## src/rtl/stop_status_pkg.sv

```systemverilog
// Shared types for the multi-channel stop status bank.
// Optional build macro: STOP_STATUS_GET_EDGE_EN (see stop_status_ch).
package stop_status_pkg;

  localparam int unsigned MODE_W = 2;

  // Per-channel stop-status behaviour; the reserved code falls back to toggle.
  typedef enum logic [MODE_W-1:0] {
    MODE_TOGGLE  = 2'b00,
    MODE_LATCH   = 2'b01,
    MODE_STRETCH = 2'b10,
    MODE_RSVD    = 2'b11
  } mode_e;

endpackage : stop_status_pkg

```

## src/rtl/stop_status_ch.sv

```systemverilog
// One stop-status channel: strobe holdoff, mode-dependent q, saturating count.
// Macro STOP_STATUS_GET_EDGE_EN: get passes through a registered rising-edge
// detector (one extra cycle of latency); otherwise get is level-sensitive.
module stop_status_ch
  import stop_status_pkg::*;
#(
  parameter int unsigned CNT_W  = 8,
  parameter int unsigned HOLD_W = 4
) (
  input  logic              clk,
  input  logic              rst,
  input  logic              live_rising_i,
  input  logic              get_i,
  input  logic [1:0]        mode_i,
  input  logic [HOLD_W-1:0] holdoff_i,
  output logic              q_o,
  output logic              q_next_o,
  output logic [CNT_W-1:0]  cnt_o
);

  localparam logic [CNT_W-1:0]  CNT_MAX = '1;
  localparam logic [HOLD_W-1:0] HC_ZERO = '0;

  mode_e mode;
  logic  ev;

  logic              q_q, q_d;
  logic [CNT_W-1:0]  cnt_q, cnt_d;
  logic [HOLD_W-1:0] hc_q, hc_d;

  logic              q_base;
  logic [CNT_W-1:0]  cnt_base;
  logic [HOLD_W-1:0] hc_base;
  logic              accept;

  assign mode = mode_e'(mode_i);

`ifdef STOP_STATUS_GET_EDGE_EN
  logic get_q, get_prev_q;

  // Registered edge detector; reset to 0 so a get high at release is an edge.
  always_ff @(posedge clk or posedge rst) begin
    if (rst) begin
      get_q      <= 1'b0;
      get_prev_q <= 1'b0;
    end else begin
      get_q      <= get_i;
      get_prev_q <= get_q;
    end
  end

  assign ev = get_q & ~get_prev_q;
`else
  assign ev = get_i;
`endif

  // Next state: live_rising clears first, then the strobe is judged on the cleared state.
  always_comb begin
    q_base   = live_rising_i ? 1'b0 : q_q;
    cnt_base = live_rising_i ? '0   : cnt_q;
    hc_base  = live_rising_i ? '0   : hc_q;
    accept   = ev && (hc_base == HC_ZERO);
    q_d      = q_base;
    cnt_d    = cnt_base;
    hc_d     = hc_base;

    if (accept) begin
      hc_d = holdoff_i;
      if (cnt_base != CNT_MAX) begin
        cnt_d = cnt_base + CNT_W'(1);
      end
      case (mode)
        MODE_LATCH, MODE_STRETCH: q_d = 1'b1;
        default:                  q_d = ~q_base;
      endcase
    end else begin
      // Stretch pulse ends once the holdoff window has fully drained.
      if ((mode == MODE_STRETCH) && (hc_base == HC_ZERO)) begin
        q_d = 1'b0;
      end
      if (hc_base != HC_ZERO) begin
        hc_d = hc_base - HOLD_W'(1);
      end
    end
  end

  // Channel state registers.
  always_ff @(posedge clk or posedge rst) begin
    if (rst) begin
      q_q   <= 1'b0;
      cnt_q <= '0;
      hc_q  <= '0;
    end else begin
      q_q   <= q_d;
      cnt_q <= cnt_d;
      hc_q  <= hc_d;
    end
  end

  assign q_o      = q_q;
  assign q_next_o = q_d;
  assign cnt_o    = cnt_q;

endmodule : stop_status_ch

```

## src/rtl/stop_status_bank.sv

```systemverilog
// Multi-channel stop status bank beside the live/run controller.
// live_rising snapshots all q bits into q_snap and clears every channel.
// Macro STOP_STATUS_GET_EDGE_EN selects edge-detected get inside each channel.
module stop_status_bank
  import stop_status_pkg::*;
#(
  parameter int unsigned N_CH   = 4,
  parameter int unsigned CNT_W  = 8,
  parameter int unsigned HOLD_W = 4
) (
  input  logic                  clk,
  input  logic                  rst,
  input  logic                  live_rising,
  input  logic [N_CH-1:0]       get,
  input  logic [2*N_CH-1:0]     cfg_mode,
  input  logic [HOLD_W-1:0]     holdoff,
  output logic [N_CH-1:0]       q,
  output logic                  q_any,
  output logic [N_CH-1:0]       q_snap,
  output logic [N_CH*CNT_W-1:0] cnt
);

  logic [N_CH-1:0] q_w;
  logic [N_CH-1:0] q_next_w;
  logic [N_CH-1:0] q_snap_q, q_snap_d;
  logic            q_any_q, q_any_d;

  // Independent channels, packed onto the flat output buses.
  for (genvar i = 0; i < int'(N_CH); i++) begin : g_ch
    stop_status_ch #(
      .CNT_W  (CNT_W),
      .HOLD_W (HOLD_W)
    ) u_ch (
      .clk           (clk),
      .rst           (rst),
      .live_rising_i (live_rising),
      .get_i         (get[i]),
      .mode_i        (cfg_mode[2*i +: 2]),
      .holdoff_i     (holdoff),
      .q_o           (q_w[i]),
      .q_next_o      (q_next_w[i]),
      .cnt_o         (cnt[CNT_W*i +: CNT_W])
    );
  end

  // Snapshot of pre-clear q and OR of next-state q so q_any lines up with q.
  always_comb begin
    q_snap_d = q_snap_q;
    q_any_d  = |q_next_w;
    if (live_rising) begin
      q_snap_d = q_w;
    end
  end

  // Bank-level registers.
  always_ff @(posedge clk or posedge rst) begin
    if (rst) begin
      q_snap_q <= '0;
      q_any_q  <= 1'b0;
    end else begin
      q_snap_q <= q_snap_d;
      q_any_q  <= q_any_d;
    end
  end

  assign q      = q_w;
  assign q_any  = q_any_q;
  assign q_snap = q_snap_q;

endmodule : stop_status_bank

```

## config.mk

```make
export PLATFORM = sky130hd
export DESIGN_NAME = stop_status_bank
export DESIGN_NICKNAME = d
export VERILOG_FILES = /design/src/rtl/stop_status_pkg.sv /design/src/rtl/stop_status_ch.sv /design/src/rtl/stop_status_bank.sv
export SDC_FILE = /design/constraint.sdc
export NUM_CORES = 1
export LEC_CHECK = 0
export BUFFER_PORTS_ARGS = -buffer_cell sky130_fd_sc_hd__buf_2
export CORE_ASPECT_RATIO = 1.25
export CORE_MARGIN = 2
export CORE_UTILIZATION = 29
export DETAILED_ROUTE_END_ITERATION = 6
export PLACE_DENSITY = 0.49
export SLEW_MARGIN = 15
export SYNTH_ARGS = -nofsm -noshare
export SYNTH_HDL_FRONTEND = slang
export SYNTH_SLANG_ARGS = --single-unit
```

## constraint.sdc

```tcl
create_clock -name clk -period 4.9 [get_ports clk]
set_clock_uncertainty 0.15 [all_clocks]
set_input_delay 1.47 -clock clk [delete_from_list [all_inputs] [get_ports clk]]
set_output_delay 1.47 -clock clk [all_outputs]
set_load 0.02 [all_outputs]
```

==> results.md, run 1 <==
- Status: complete, no violations
- DIE AREA: 0.0128 mm²
- Period utilization: 0.733
- Cts repair resizes: 0
- Clk root buf: clkbuf_16
- Top_reg_cell synth: dfrtp_1
- Register area share after synthesis: 0.415
- Post-synth EDFFs: 0
- Overall power: 2.05 mW
- Flops & latches, synth: 57
- CP Capture Type: flip-flop
- Lkg Pwr: 1.93 nW
- Hold Path Stages: 1
- Max Cap Viol: 0
- H-Tree Depth: 3
- VDD IR-drop max: 0.000192 V
- Hold Startpoint: q_snap[1]$_DFFE_PP0P_
- Worst path max stage delay: 0.38 ns
- Max-slew violations: 0
- Top Ports: 60
- Final wirelength: 8.38 mm
- Reg clk slew, reported paths: 0.05 ns
- Number of buffers added by the clock tree synthesis step: 9
- Setup-failing EPs final: 0
- Power per Cell Area: 489 mW/mm²
- Drt drc: 0
- Worst Hold Class: flip-flop to flip-flop
- Die W: 101 µm
- CP startpoint kind: input pin
- Max Freq: 278 MHz
- Synthesized area per cell: 9.40 µm²
- CTS Hold Buffers Added: 0
- Clock Latency Late Sink: 0.33 ns
- Slew HR: 0.414
- Longest Clk Path Bufs: 2
- Sink Count: 57
- Via count: 2946
- Hold path endpoint: q_snap[1]$_DFFE_PP0P_
- Measured slew at the worst slew-check pin: 0.878 ns
- Cells after synthesis: 366
- Area Growth Syn to Fin: 21.7%
- Routability congestion estimate: 0.754
- Inst Count DP: 569
- Category of the critical setup timing path: input pin to flip-flop
- Final nets: 450
- Gr ovfl total: 0
- Total track usage: 0.139
- Crit path arrival time: 3.65 ns
- Hpwl dp: 6.09 mm
- Worst r2r src: g_ch[0].u_ch.hc_q[0]$_DFF_PP0_
- Cell Count, Final, Fillers Out: 585
- Port Buf Inserts: 59
- Count of cell types in the netlist: 61
- TNS Setup: 0 ns
- Worst Path Required: 4.96 ns
- CTS tree: built
- Rows: 44
- First-pass DRT Iterations: 4
- R2r endpoint: q_any$_DFF_PP0_
- Most frequent cells in the layout: buf_2 (59), dfrtp_1 (57), nand2_1 (39)
- Wire length per cell: 14.3 µm
- Synth warn: 0
- Worst reg2reg path depth: 6
- Mapped Nets: 397
- Final Critical Period: 3.59 ns
- CP Max Fanout: 27
- Final Hold Fails: 0
- Leading cell type in the layout, fill and taps excluded: buf_2
- Vias per cell: 5.04
- CP Cell Sequence: buf_2 > buf_4 > nand2b_1 > ha_1 > nand2_1 > a311oi_2 > mux2_1
- Async S/R FF share, synth: 1.00
- Antenna cells: 0
- Core footprint: 0.0116 mm²
- Flop2flop setup slack: 2.63 ns
- Fin util: 0.361
- Initial DRC Count: 167
- Die Y: 126 µm
- RSZ-0062 raised after global routing: no
- CP max-delay cell: buf_2
- Initial Util: 0.296
- Synth Cell Area: 0.00344 mm²
- Initial antenna violation count: 0
- Vias in the first global route: 2805
- First-pass GRT wire length: 14.0 mm
- Post-route ant nets: 0
- Setup bufs post-CTS: 0
- Share of cells above drive strength 1: 0.222
- Largest net degree at the start of global routing: 41
==> worst max-delay path: cells and delay by family <==
family | cells | cell delay [ns]
compound gates | 1 | 0.34
buf+inv | 2 | 0.75
fa+ha+maj | 1 | 0.34
simple gates | 2 | 0.37
mux | 1 | 0.36
==> cell usage after synthesis (6+ instances only) <==
master     n  share of area
dfrtp_1   57           0.41
nor3_1    15          0.022
nor2b_1   15          0.027
mux2i_1   11          0.032
nand4_1    9          0.016
ha_1      12          0.044
nor2_1    22          0.024
inv_1     16          0.017
nand2_1   39          0.043
o21ai_1    8          0.012
o21ai_0   12          0.017
a21oi_1   18          0.026
nand3_1   10          0.015
xnor2_1    9          0.023
mux2_1     6          0.020
clkbuf_1   8         0.0087
==> worst max-delay path by stage <==
| stage | depth (start not counted) | start | end | slack (ns) |
|---|---|---|---|---|
| after floorplan | 11 | live_rising | q_any$_DFF_PP0_ | 1.13 |
| after global placement | 8 | live_rising | q_any$_DFF_PP0_ | 1.02 |
| after detailed placement | 8 | live_rising | q_any$_DFF_PP0_ | 0.96 |
| after CTS | 8 | live_rising | q_any$_DFF_PP0_ | 1.31 |
| after global routing | 8 | live_rising | q_any$_DFF_PP0_ | 1.03 |
| final | 7 | live_rising | g_ch[2].u_ch.cnt_o[1]$_DFF_PP0_ | 1.31 |
==> cell families (layout without fill, tap and decap cells) <==
family	after synthesis	count (layout)	share of synthesized area
and+or+nand+nor	145	145	0.226
AOI/OAI and AO/OA	80	80	0.162
DFF	57	57	0.415
buffers and inverters	38	96	0.0549
muxes	22	22	0.0680
adders and majority gates	12	12	0.0436
xor gates and xnor gates	12	12	0.0305
==> sequential cells by signal, summed over array words and instances, names as in the netlist <==
register         count
g_ch.u_ch.cnt_o     32
q_snap               4
g_ch.u_ch.hc_q      16
q_any                1
g_ch.u_ch.q_o        4
==> through the flow <==
step                      setup slack [ns]  hold slack [ns]  area [µm²]
after floorplan                       1.13            0.345        3440
after global placement                1.02            0.342        3840
after detailed placement             0.960            0.344        3840
after CTS                             1.31            0.357        4190
after global routing                  1.03            0.385        4190
final                                 1.31            0.352        4190
==> power breakdown <==
| part | switching [mW] | total, mW | leakage [nW] | internal, mW |
|---|---|---|---|---|
| Clock | 0.220 | 0.729 | 0.166 | 0.509 |
| Sequential | 0.130 | 0.720 | 0.744 | 0.590 |
| Combinational | 0.345 | 0.598 | 1.02 | 0.253 |
| Total | 0.696 | 2.05 | 1.93 | 1.35 |
==> metal layers <==
layer / up-vias / global-route usage / share of wire
met2: 80 / 0.204 / 0.45
met4: 0 / 0.0620 / 0.021
met1: 1413 / 0.196 / 0.48
li1: 1441 / - / -
met5: - / 0 / 0
met3: 12 / 0.0294 / 0.050
==> layout make-up <==
class / count / area [µm²]
inverters: 17 / 63.8
multi-input cells: 271 / 1830
fillers: 1184 / 7430
clock buffers: 11 / 243
flip-flops and latches: 57 / 1430
clock inverters: 5 / 103
well taps: 161 / 201
repair buffers: 63 / 325
No activity file was read; power rests on OpenSTA's default activity.
==> inputs of run 2 (changes only) <==
--- a/config.mk
+++ b/config.mk
@@ -5,6 +5,7 @@
 export SDC_FILE = /design/constraint.sdc
 export NUM_CORES = 1
 export LEC_CHECK = 0
+export ABC_AREA = 1
 export BUFFER_PORTS_ARGS = -buffer_cell sky130_fd_sc_hd__buf_2
 export CORE_ASPECT_RATIO = 1.25
 export CORE_MARGIN = 2
==> constraint.sdc (replaced) <==
create_clock -name clk -period 3.38 [get_ports clk]
set_clock_uncertainty 0.15 [all_clocks]
set_input_delay 1.014 -clock clk [delete_from_list [all_inputs] [get_ports clk]]
set_output_delay 1.014 -clock clk [all_outputs]
set_load 0.02 [all_outputs]
==> results.md, run 2 <==
- Initial antenna violation count: 0 (unchanged)
- Synthesized area per cell: 7.15 µm² (was 9.40 µm²)
- CP Capture Type: flip-flop (unchanged)
- Cells after synthesis: 494 (was 366)
- Slew HR: 0.661 (was 0.414)
- Leading cell type in the layout, fill and taps excluded: nand2_1 (was buf_2)
- First-pass GRT wire length: 15.0 mm (was 14.0 mm)
- Status: complete, no violations (unchanged)
- Category of the critical setup timing path: input pin to flip-flop (unchanged)
- Max reg flops: 32 (unchanged)
- RSZ-0062 raised after global routing: no (unchanged)
- Area Growth Syn to Fin: 22.0% (was 21.7%)
- Measured slew at the worst slew-check pin: 0.508 ns (was 0.878 ns)
- Synth area leaders: dfrtp_1 (40%), nand2_1 (17%), nand3_1 (7.9%), inv_1 (6.7%), nor2_1 (4.7%) (was dfrtp_1 (41%), ha_1 (4.4%), nand2_1 (4.3%), mux2i_1 (3.2%), nor2b_1 (2.7%))
- Total track usage: 0.149 (was 0.139)
- Final nets: 587 (was 450)
- Pre-CTS WS: 0.414 ns (was 0.960 ns)
- Share of cells above drive strength 1: 0.194 (was 0.222)
- Synth warn: 0 (unchanged)
- Top_reg_cell synth: dfrtp_1 (unchanged)
- Clk root buf: clkbuf_16 (unchanged)
- Final wirelength: 9.05 mm (was 8.38 mm)
- Flops & latches, synth: 57 (unchanged)
- Initial Util: 0.294 (was 0.296)
- Power per Cell Area: 636 mW/mm² (was 489 mW/mm²)
- Area leader, netlist: dfrtp_1 (unchanged)
- Synth top cells by count: nand2_1 (156), inv_1 (63), dfrtp_1 (57) (was dfrtp_1 (57), nand2_1 (39), nor2_1 (22))
- CTS tree: built (unchanged)
- H-Tree Depth: 3 (unchanged)
- Async S/R FF share, synth: 1.00 (unchanged)
- Inst Count DP: 709 (was 569)
- Wire length per cell: 12.5 µm (was 14.3 µm)
- Drt drc: 0 (unchanged)
- First-pass DRT Iterations: 4 (unchanged)
- Lkg Pwr: 2.24 nW (was 1.93 nW)
- Cts repair resizes: 0 (unchanged)
- Max Freq: 383 MHz
- Setup-failing EPs final: 0 (unchanged)
- Reg clk slew, reported paths: 0.05 ns (about the same)
- Worst setup margin: 0.767 ns (was 1.31 ns)
- Initial DRC Count: 168 (was 167)
- Crit path arrival time: 2.71 ns (was 3.65 ns)
- Hpwl dp: 6.84 mm (was 6.09 mm)
- Antenna cells: 0 (unchanged)
- CP startpoint kind: input pin (unchanged)
- Crit-path most repeated cell: nand2_1
- Period utilization: 0.773
- Vias in the first global route: 3296 (was 2805)
- Die W: 103 µm (was 101 µm)
- Worst path max stage delay: 0.22 ns (was 0.38 ns)
- DIE AREA: 0.0131 mm² (was 0.0128 mm²)
- Routability congestion estimate: 0.809 (was 0.754)
- Final Hold Fails: 0 (unchanged)
- Worst Path Required: 3.48 ns (was 4.96 ns)
- Most frequent cell after synthesis: nand2_1 (was dfrtp_1)
- Clock Latency Late Sink: 0.33 ns (about the same)
- Max Cap Viol: 0 (unchanged)
- Top Ports: 60 (unchanged)
- Mapped Nets: 525 (was 397)
- CTS Hold Buffers Added: 0 (unchanged)
- Post-route ant nets: 0 (unchanged)
- Max-slew violations: 0 (unchanged)
- Post-synth EDFFs: 0 (unchanged)
- CP max-delay cell: inv_4 (was buf_2)
- Setup bufs post-CTS: 0 (unchanged)
- Cell Count, Final, Fillers Out: 725 (was 585)
- Via count: 3304 (was 2946)
- VDD IR-drop max: 0.000265 V (was 0.000192 V)
- CP Cell Sequence: buf_2 > inv_4 > buf_12 > nand2_2 > inv_1 > ha_1 > nand2_1 > nor2_2 > nand3_2 > nand2_1 > xor2_1 (was buf_2 > buf_4 > nand2b_1 > ha_1 > nand2_1 > a311oi_2 > mux2_1)
- Number of buffers added by the clock tree synthesis step: 9 (unchanged)
- Vias per cell: 4.56 (was 5.04)
- Final Critical Period: 2.61 ns
- Count of cell types in the netlist: 29 (was 61)
- TNS Setup: 0 ns (unchanged)
- Synth Cell Area: 0.00353 mm² (was 0.00344 mm²)
- Most frequent cells in the layout: nand2_1 (156), inv_1 (62), buf_2 (59) (was buf_2 (59), dfrtp_1 (57), nand2_1 (39))
- Longest Clk Path Bufs: 2 (unchanged)
- Die Y: 127 µm (was 126 µm)
- CP Max Fanout: 28 (was 27)
- Largest net degree at the start of global routing: 29 (was 41)
- Gr ovfl total: 0 (unchanged)
- Port Buf Inserts: 59 (unchanged)
- Worst Hold Class: flip-flop to flip-flop (unchanged)
- Sink Count: 57 (unchanged)
- Core footprint: 0.0120 mm² (was 0.0116 mm²)
- Post-synth top area share: 0.404 (was 0.415)
- Rows: 45 (was 44)
- Register area share after synthesis: 0.404 (was 0.415)
run 2: worst paths after layout:
| kind | to | startpoint | depth (start not counted) | slack (ns) |
|---|---|---|---|---|
| min in group asynchronous | g_ch[3].u_ch.hc_q[3]$_DFF_PP0_ | rst | 2 | 0.51 |
| hold reg to reg | q_snap[3]$_DFFE_PP0P_ | q_snap[3]$_DFFE_PP0P_ | 2 | 0.35 |
| hold / removal | q_snap[3]$_DFFE_PP0P_ | q_snap[3]$_DFFE_PP0P_ | 2 | 0.35 |
| setup reg to reg | g_ch[2].u_ch.cnt_o[4]$_DFF_PP0_ | g_ch[2].u_ch.cnt_o[1]$_DFF_PP0_ | 8 | 1.48 |
| setup / recovery | g_ch[3].u_ch.cnt_o[0]$_DFF_PP0_ | live_rising | 11 | 0.77 |
| max in group asynchronous | g_ch[1].u_ch.cnt_o[0]$_DFF_PP0_ | rst | 3 | 1.87 |
run 2: layout make-up:
| cell class | instances | area (µm²) |
|---|---|---|
| flip-flops and latches | 57 | 1430 |
| fillers | 1287 | 7680 |
| clock inverters | 6 | 82.6 |
| clock buffers | 10 | 229 |
| inverters | 67 | 254 |
| well taps | 164 | 205 |
| repair buffers | 66 | 360 |
| multi-input cells | 355 | 1750 |
run 2: metal layers:
| layer | GRT usage | vias up | wire length [µm] |
|---|---|---|---|
| met5 | 0 | - | 0 |
| met1 | 0.187 | 1531 | 4180 |
| met4 | 0.0729 | 0 | 97 |
| met2 | 0.244 | 69 | 4370 |
| met3 | 0.0284 | 6 | 400 |
| li1 | - | 1698 | - |
run 2: logic make-up (layout without fill, tap and decap cells):
group,after synthesis,after routing,synth area share
flops,57,57,0.404
simple gates,288,288,0.354
compound gates,48,48,0.0819
xor+xnor,7,7,0.0174
fa+ha+maj,12,12,0.0425
buf+inv,82,149,0.100
run 2: through the flow:
step,area (µm²),util,hold WS [ns],total power [mW]
2_1_floorplan,3530,-,0.359,1.58
3_3_place_gp,4000,0.333,0.326,1.79
6_report,4310,0.359,0.346,2.74
3_5_place_dp,4000,0.333,0.332,1.80
4_1_cts,4310,0.359,0.346,2.79
5_1_grt,4310,0.359,0.379,2.95
run 2: worst max-delay path: cells and delay by family:
kind	cells	cell delay, ns
xor+xnor	1	0.17
buf+inv	4	0.68
simple gates	5	0.67
fa+ha+maj	1	0.17
run 2: power by group:
part	internal, mW	switching, mW
Combinational	0.282	0.556
Clock	0.640	0.320
Sequential	0.850	0.0928
